==> src/rtl/sprite_cmd_dispatch.sv <==
// Sprite command dispatcher: CPU writes go into a FIFO and drain one word per cycle onto cmd_out, always aimed at the back buffer.
// Latency: a word pushed into an empty FIFO in DRAIN appears on cmd_out one cycle after the push edge; status reads return the next cycle.
// Backpressure: none upstream. A push to a full FIFO is dropped and sets sticky ovf, unless a pop happens in that same cycle.
//
// Ports:
//   clk, reset             system clock, synchronous active-high reset
//   chipselect/write/read  Avalon slave strobes; address 0=push, 1=commit, 2=status/clear-ovf
//   writedata/readdata     32-bit Avalon data; readdata is registered
//   hcount, vcount         VGA raster position; only vcount is used (start of vblank)
//   cmd_out                command word broadcast to every display component, 0 when idle
//   front_buf              index of the buffer currently being displayed

module sprite_cmd_dispatch #(
    parameter int FIFO_DEPTH  = 16,
    parameter int VBLANK_LINE = 480
) (
    input  logic        clk,
    input  logic        reset,
    input  logic        chipselect,
    input  logic        write,
    input  logic        read,
    input  logic [1:0]  address,
    input  logic [31:0] writedata,
    output logic [31:0] readdata,
    input  logic [9:0]  hcount,
    input  logic [9:0]  vcount,
    output logic [31:0] cmd_out,
    output logic        front_buf
);

    localparam int AW = $clog2(FIFO_DEPTH);
    localparam int CW = AW + 1;

    typedef enum logic [1:0] {
        ST_DRAIN   = 2'd0,
        ST_WAIT_VB = 2'd1,
        ST_SWAP    = 2'd2
    } state_t;

    state_t          state_q, state_d;
    logic            commit_pend_q, commit_pend_d;
    logic            ovf_q, ovf_d;
    logic            front_buf_q, front_buf_d;
    logic [31:0]     cmd_out_q, cmd_out_d;
    logic [31:0]     readdata_q, readdata_d;
    logic [9:0]      vcount_prev_q, vcount_prev_d;
    logic [AW-1:0]   wr_ptr_q, wr_ptr_d;
    logic [AW-1:0]   rd_ptr_q, rd_ptr_d;
    logic [CW-1:0]   count_q, count_d;
    logic [31:0]     mem_q [FIFO_DEPTH];

    logic            wr_en, rd_en;
    logic            push_req, commit_req, ovf_clr;
    logic            fifo_empty, fifo_full;
    logic            pop, push, drop;
    logic            vb_rise;
    logic [31:0]     head;
    logic [31:0]     status;

    // hcount is part of the shared raster bus but carries no information here.
    logic            unused_hcount;
    assign unused_hcount = ^hcount;

    assign wr_en      = chipselect && write;
    assign rd_en      = chipselect && read;
    assign push_req   = wr_en && (address == 2'd0);
    assign commit_req = wr_en && (address == 2'd1);
    assign ovf_clr    = wr_en && (address == 2'd2);

    assign fifo_empty = (count_q == '0);
    assign fifo_full  = (count_q == CW'(FIFO_DEPTH));
    assign pop        = (state_q == ST_DRAIN) && !fifo_empty;
    // A full FIFO still takes the word when the head leaves in the same cycle.
    assign push       = push_req && (!fifo_full || pop);
    assign drop       = push_req && !push;

    // Only the first line of vblank triggers, so holding vcount at the line cannot swap twice.
    assign vb_rise    = (vcount == 10'(VBLANK_LINE)) && (vcount_prev_q != 10'(VBLANK_LINE));

    assign head       = mem_q[rd_ptr_q];
    assign status     = {ovf_q, commit_pend_q, front_buf_q, state_q, 27'(count_q)};

    always_comb begin
        state_d       = state_q;
        commit_pend_d = commit_pend_q;
        front_buf_d   = front_buf_q;
        cmd_out_d     = 32'h0;
        ovf_d         = ovf_q;
        readdata_d    = 32'h0;
        vcount_prev_d = vcount;
        wr_ptr_d      = push ? wr_ptr_q + AW'(1) : wr_ptr_q;
        rd_ptr_d      = pop  ? rd_ptr_q + AW'(1) : rd_ptr_q;
        count_d       = count_q;
        if (push && !pop) begin
            count_d = count_q + CW'(1);
        end else if (pop && !push) begin
            count_d = count_q - CW'(1);
        end

        if (commit_req) begin
            commit_pend_d = 1'b1;
        end

        // Clear first so an overflow in the same cycle wins.
        if (ovf_clr) begin
            ovf_d = 1'b0;
        end
        if (drop) begin
            ovf_d = 1'b1;
        end

        if (rd_en && (address == 2'd2)) begin
            readdata_d = status;
        end

        case (state_q)
            ST_DRAIN: begin
                if (pop) begin
                    // Bit 13 always selects the back buffer.
                    cmd_out_d = {head[31:14], ~front_buf_q, head[12:0]};
                end
                // Leave once the words queued before the commit are gone. A word
                // pushed in this same cycle stays held for the new back buffer.
                if (commit_pend_q && (count_q <= CW'(1))) begin
                    state_d = ST_WAIT_VB;
                end
            end
            ST_WAIT_VB: begin
                if (vb_rise) begin
                    state_d = ST_SWAP;
                end
            end
            ST_SWAP: begin
                cmd_out_d     = {6'd0, 5'd0, 4'b1111, 3'd0, ~front_buf_q, 13'd0};
                front_buf_d   = ~front_buf_q;
                commit_pend_d = 1'b0;
                state_d       = ST_DRAIN;
            end
            default: begin
                state_d = ST_DRAIN;
            end
        endcase
    end

    always_ff @(posedge clk) begin
        if (reset) begin
            state_q       <= ST_DRAIN;
            commit_pend_q <= 1'b0;
            ovf_q         <= 1'b0;
            front_buf_q   <= 1'b0;
            cmd_out_q     <= 32'h0;
            readdata_q    <= 32'h0;
            vcount_prev_q <= 10'd0;
            wr_ptr_q      <= '0;
            rd_ptr_q      <= '0;
            count_q       <= '0;
        end else begin
            state_q       <= state_d;
            commit_pend_q <= commit_pend_d;
            ovf_q         <= ovf_d;
            front_buf_q   <= front_buf_d;
            cmd_out_q     <= cmd_out_d;
            readdata_q    <= readdata_d;
            vcount_prev_q <= vcount_prev_d;
            wr_ptr_q      <= wr_ptr_d;
            rd_ptr_q      <= rd_ptr_d;
            count_q       <= count_d;
        end
    end

    // Storage needs no reset; the pointers and count define what is valid.
    always_ff @(posedge clk) begin
        if (push && !reset) begin
            mem_q[wr_ptr_q] <= writedata;
        end
    end

    assign cmd_out   = cmd_out_q;
    assign readdata  = readdata_q;
    assign front_buf = front_buf_q;

endmodule

==> config.mk <==
export PLATFORM = sky130hd
export DESIGN_NAME = sprite_cmd_dispatch
export DESIGN_NICKNAME = d
export VERILOG_FILES = /design/src/rtl/sprite_cmd_dispatch.sv
export SDC_FILE = /design/constraint.sdc
export NUM_CORES = 1
export LEC_CHECK = 0
export BUFFER_PORTS_ARGS = -buffer_cell sky130_fd_sc_hd__clkbuf_2
export CORE_MARGIN = 1
export CORE_UTILIZATION = 40
export CTS_BUF_LIST = sky130_fd_sc_hd__clkbuf_16
export CTS_CLUSTER_DIAMETER = 50
export CTS_CLUSTER_SIZE = 12
export DETAILED_ROUTE_END_ITERATION = 12
export HOLD_SLACK_MARGIN = 0.1
export PLACE_DENSITY = 0.52
export SYNTH_ARGS = -nofsm -noshare
export SYNTH_HDL_FRONTEND = slang
export SYNTH_SLANG_ARGS = --single-unit
==> constraint.sdc <==
create_clock -name clk -period 3.5 [get_ports clk]
set_input_delay 0.175 -clock clk [delete_from_list [all_inputs] [get_ports clk]]
set_output_delay 0.175 -clock clk [all_outputs]
set_load 0.1 [all_outputs]
# Word level (Yosys, flattened, before mapping)
# Memories as Yosys holds them, arrays and structs flattened. A register that Yosys moved wholly into a read port is not among the register bits.
# Index checks and enable logic that the tools add are counted.
[totals]
reg_bits = 92
latchBits = 0
ramBits = 512
rom_bits = 0
in_bits = 59
output_inout_bits = 65
elab_cells = 69
memories = 1
[op_classes]
add_sub_neg = 4
multipliers = 0
div_mod_pow = 0
order_cmp = 1
n_eq_ne = 9
shift = 0
mux = 13
bitwise = 2
reduce_logical = 28
[mem_list]
columns = ["name", "words", "word_bits", "rd", "rd_clocked_by_memory_dff", "wr", "line_no", "rtl"]
rows = [
  ["mem_q", 16, 32, 1, 1, 1, "50", "logic [31:0] mem_q [FIFO_DEPTH];"],
]
[op_table]
columns = ["op", "n"]
rows = [
  ["32-bit one-hot mux with 2 select lines", 1],
  ["32-bit two-way mux", 1],
  ["1-bit logical AND", 14],
  ["10-bit by 9-bit == test with 1-bit output, second input constant", 1],
  ["5-bit two-way mux", 2],
  ["10-bit by 9-bit inequality test with 1-bit output, second input constant", 1],
  ["4-bit by 1-bit adder with 4-bit output, second input constant", 2],
  ["4-bit two-way mux", 2],
  ["5-bit by 1-bit adder with 5-bit output, second input constant", 1],
  ["5-bit == test, second input constant", 1],
  ["5-bit by 1-bit less-or-equal comparator with 1-bit output, second input constant", 1],
  ["1-bit zero test", 5],
  ["5-bit zero test", 1],
  ["5-bit by 1-bit subtractor with 5-bit output, second input constant", 1],
  ["2-bit by 1-bit == test with 1-bit output, second input constant", 2],
  ["2-bit == test, second input constant", 2],
  ["2-bit zero test", 2],
  ["1-bit two-way mux", 4],
  ["2-bit two-way mux", 2],
  ["2-bit one-hot mux with 2 select lines", 1],
  ["2-bit nonzero test", 2],
  ["2-bit OR reduction", 2],
  ["2-bit by 1-bit inequality test with 1-bit output, second input constant", 1],
  ["2-bit inequality test, second input constant", 1],
  ["3 further kinds", 4],
]

# Longest topological paths before layout
[logic_depth]
word_depth = 9
depth_mapped = 10
ltp_nobuf = 9

# Least setup slack after synthesis
# No wires, ideal clock.
[synth_timing]
kind = "reg-to-reg"
from = "register count_q[0]"
to = "memory mem_q[15][0] (enable)"
arrival_ns = 2.506
slack_ns = 0.572
stages_incl_launch_ff = 6
path_buffers = 0
period_less_slack_ns = 2.928
path_cell_list = "dfxtp_1 inv_1 ha_1 or3b_1 o211ai_1 nor2b_1"
[synth_via]
elab_chain_cells = 8
[synth_lines]
columns = ["element", "line_no", "rtl"]
rows = [
  ["start, declared", "49", "logic [CW-1:0] count_q, count_d;"],
  ["start signal, assigned", "167", "count_q <= count_d;"],
  ["5-bit zero test", "70", "assign fifo_empty = (count_q == '0);"],
  ["1-bit zero test", "72", "assign pop = (state_q == ST_DRAIN) && !fifo_empty;"],
  ["1-bit logical AND", "72", ""],
  ["1-bit logical OR (*)", "74", "assign push = push_req && (!fifo_full || pop);"],
  ["1-bit logical AND (*)", "74", ""],
  ["1-bit logical AND (*)", "173", "if (push && !reset) begin"],
  ["1-bit two-way mux (*)", "173", ""],
  ["1-bit two-way mux (implied by the code) (*)", "174", "mem_q[wr_ptr_q] <= writedata;"],
  ["end, declared", "50", ""],
]
# Every way passes the cells marked *; elsewhere a longest branch is shown, timed or not.

# Worst setup path after layout
[layout_timing]
from = "register count_q[0]"
to = "register count_q[4]"
[layout_via]
elab_chain_cells = 8
[layout_lines]
columns = ["element"]
rows = [
  ["parallel branches: the longest is 8 deep, another holds 5-bit by 1-bit subtractor with 5-bit output"],
]
# Several ways; the timed one is not identified. The select of a mux whose other input is x is not followed.
# A chain may end at the register's enable or synchronous reset.

==> flow_metrics.env <==
export IMPL_ys_ff_latch=570
export IMPL_synthMuxAreaShare=0.159
export IMPL_pre_cts_slack_ps=589
export IMPL_finalHoldViolations=0
export IMPL_rows=84
export IMPL_grt_max_degree=37
export IMPL_grt_util_met3=0.0338
export IMPL_drt_vias_per_instance=5.21
export IMPL_synth_adder_area_share=0.00580
export IMPL_io_buffer_count=90
export IMPL_nets=1266
export IMPL_place_area_um2=23000
export IMPL_fillers=4405
export IMPL_synth_cell_types=54
export IMPL_worstPathArrival_ps=3400
export IMPL_cts_root_buf="clkbuf_16"
export IMPL_syn_inst=997
export IMPL_startpoint_type="flop"
export IMPL_htreeDepth=2
export IMPL_place_hpwl_mm=26.1
export IMPL_finClkSkew_ps=30.0
export IMPL_clock_latency_ps=620
export IMPL_synth_compound_area_share=0.0201
export IMPL_place_congestion=0.703
export IMPL_cts_resized=0
export IMPL_clkSinkCount=570
export IMPL_r2r_cells=9
export IMPL_postRouteAntennaNets=0
export IMPL_vias=10100
export IMPL_grtUsageMet2=0.272
export IMPL_drc_errors=8
export IMPL_crit_chain="inv_1 > ha_1 > or3b_1 > o21a_1 > ha_1 > or4b_2 > a21oi_1 > xnor2_1 > nor2_1"
export IMPL_crit_family="simple AND/OR/NAND/NOR gates"
export IMPL_cap_violations=0
export IMPL_vdd_drop_max_v=0.000400
export IMPL_powerDensity_nw_per_um2=700
export IMPL_crit_path_max_fanout=16
export IMPL_first_global_vias=10600
export IMPL_whs_ps=145
export IMPL_synth_edf_count=496
export IMPL_met1_usage=0.236
export IMPL_cp_depth=9
export IMPL_cts_tree="done"
export IMPL_syn_area_per_cell_um2=21.6
export IMPL_dr_pass1_iters=9
export IMPL_setup_slack_ps=592
export IMPL_power_leakage_nw=8.35
export IMPL_drt_iter0_markers=718
export IMPL_crit_path_max_incr_delay_ps=620
export IMPL_required_ps=3990
export IMPL_cp_common_cell="ha_1"
export IMPL_worstPathBufferInverterCount=1
export IMPL_yosys_area_share_simple=0.0287
export IMPL_synth_xor_area_frac=0.00447
export IMPL_synth_top_family_by_area="multiplexers"
export IMPL_busiest_layer="met2"
export IMPL_crit_slowest_cell="or4b_2"
export IMPL_wl_per_cell_um=23.5
export IMPL_grt_pass1_wl_mm=67.3
export IMPL_drive_gt1_frac=0.305
export IMPL_clk_pin_slew_worst_paths_ps=60
export IMPL_finalSetupViolCount=0
export IMPL_period_share=0.831
export IMPL_antenna_found_initial=0
export IMPL_synth_area_um2=21600
export IMPL_die_area_um2=54800
export IMPL_rsz0062_at_grt="false"
export IMPL_initial_core_util=0.408
export IMPL_worst_pin_slew_ps=926
export IMPL_fin_crit_ps=2910
export IMPL_grt_overflow=0
export IMPL_stdcell_area_um2=25400
export IMPL_cts_inserted_buffers=60
export IMPL_synth_flop_cell="edfxtp_1"
export IMPL_die_w_um=234
export IMPL_violations="design-rule violations"
export IMPL_min_path_cells=3
export IMPL_area_growth_pct=17.7
export IMPL_io_pins=124
export IMPL_cts_buffer_depth=3
export IMPL_slew_limit_headroom=0.382
export IMPL_status="finished with violations"
export IMPL_multi_input_area_um2=4840
export IMPL_final_max_slew_viol_count=0
export IMPL_totalWireLength_mm=45.5
export IMPL_async_reset_ff_frac=0
export IMPL_coreArea_um2=52900
export IMPL_cp_end_kind="flop"
export IMPL_path_class="reg2reg"
export IMPL_hold_path_class="in2reg"
export IMPL_grtUsageTotal=0.170
export IMPL_die_y_um=234
export IMPL_regArea_um2=16400
export IMPL_synth_warnings=0
export IMPL_setup_tns_ps=0
export IMPL_ys_seq_area_frac=0.760
export IMPL_max_freq_ghz=0.344
[path summary, 6_finish.rpt]
check / start / to / slack [ps]
worst max register to register: count_q[0] / count_q[4] / 590
worst max-delay path: count_q[0] / count_q[4] / 590
worst min-delay path: chipselect / readdata[31] / 140
worst min register to register: ovf_q / readdata[31] / 450
[through the flow]
stage          utilization  cells  power [mW]
6_report             0.480   1935        17.8
5_1_grt              0.480   1934        18.5
4_1_cts              0.480   1934        18.0
3_5_place_dp         0.436   1768        12.2
3_3_place_gp         0.436   1768        12.2
2_1_floorplan            -   1018        11.3
[worst reg2reg max path: stages (launching register included)]
cell and delay (ps):
dfxtp_1 380, inv_1 110, ha_1 160, or3b_1 410, o21a_1 380, ha_1 350, or4b_2 620, a21oi_1 200
xnor2_1 130, nor2_1 50
[per-layer routing]
metal  up-vias  part of all wire  wire, um
met1      5306              0.46     20800
met4         0             0.020       912
li1       4487                 -         -
met2       218              0.48     21700
met3        69             0.045      2060
met5         -                 0         0
[cell usage after synthesis, types with 3 or more instances]
cell	number	area, um2
clkbuf_1	12	45.0
a21oi_1	7	35.0
mux4_2	124	2790
buf_2	22	110
nand2_1	3	11.3
xor2_1	7	61.3
o22ai_2	19	238
o211ai_1	3	22.5
buf_1	4	15.0
o221ai_1	4	35.0
dfxtp_1	74	1480
o21ai_0	3	15.0
buf_4	25	188
inv_1	5	18.8
and2_1	9	56.3
nor4_1	3	18.8
ha_1	10	125
buf_6	3	33.8
edfxtp_1	496	14900
nand3_1	4	20.0
nor2_1	20	75.1
o22ai_1	7	43.8
nor2b_1	15	93.8
xnor2_1	4	35.0
mux2i_1	64	641
and3_1	15	93.8
[cell families (layout without fill, tap and decap cells)]
group / count (synthesis) / count (layout)
AOI/OAI and AO/OA: 47 / 47
xor gates and xnor gates: 11 / 11
adders and majority gates: 10 / 10
buffers and inverters: 75 / 303
DFF: 570 / 570
muxes: 188 / 188
other: 1 / 23
and+or+nand+nor: 95 / 95
[registers in the layout, indices dropped and copies added (netlist names), 2 cells and up, named ones only]
register	cells
rd_ptr_q	4
readdata	10
count_q	5
vcount_prev_q	10
state_q	2
mem_q	496
wr_ptr_q	4
cmd_out	32
[area by class of cell]
| class | count | share of cell area |
|---|---|---|
| flip-flops and latches | 570 | 0.646 |
| diodes | 1 | 0.0000986 |
| multi-input cells | 373 | 0.191 |
| clock inverters | 50 | 0.00981 |
| inverters | 5 | 0.000740 |
| repair buffers | 187 | 0.0588 |
| well taps | 688 | 0.0339 |
| clock buffers | 61 | 0.0602 |
[power by group]
group          internal (mW)  switching (mW)  leakage (nW)
clock network           3.15            2.59         0.989
registers               7.59           0.311          5.07
logic                   1.58            2.54          2.29
[cells in the final DEF (no fill, tap or decap), drive strengths merged, types with 3 or more instances in the layout]
master       synthesis  layout
and3                15      15
xnor2                4       4
mux2i               64      64
and2                10      10
dfxtp               74      74
xor2                 7       7
buf                 57      42
conb                 1      22
nor2                21      21
o221ai               4       4
o21ai                3       3
edfxtp             496     496
clkinv               0      10
clkbuf              13     151
nor4                 3       3
o211ai               3       3
inv                  5      44
nor2b               15      15
dlygate4sd3          0      55
mux4               124     124
o22ai               27      27
nand2                4       4
ha                  10      10
nand3                4       4
a21oi                7       7
nand4b               3       3
[what timing repair did]
action / in CTS / in global routing
endpoints found under the hold margin: 522 / 0
buffers inserted: 0 / 0
hold buffers: 55 / 0
Note: power is estimated with default switching activity, not from simulation.
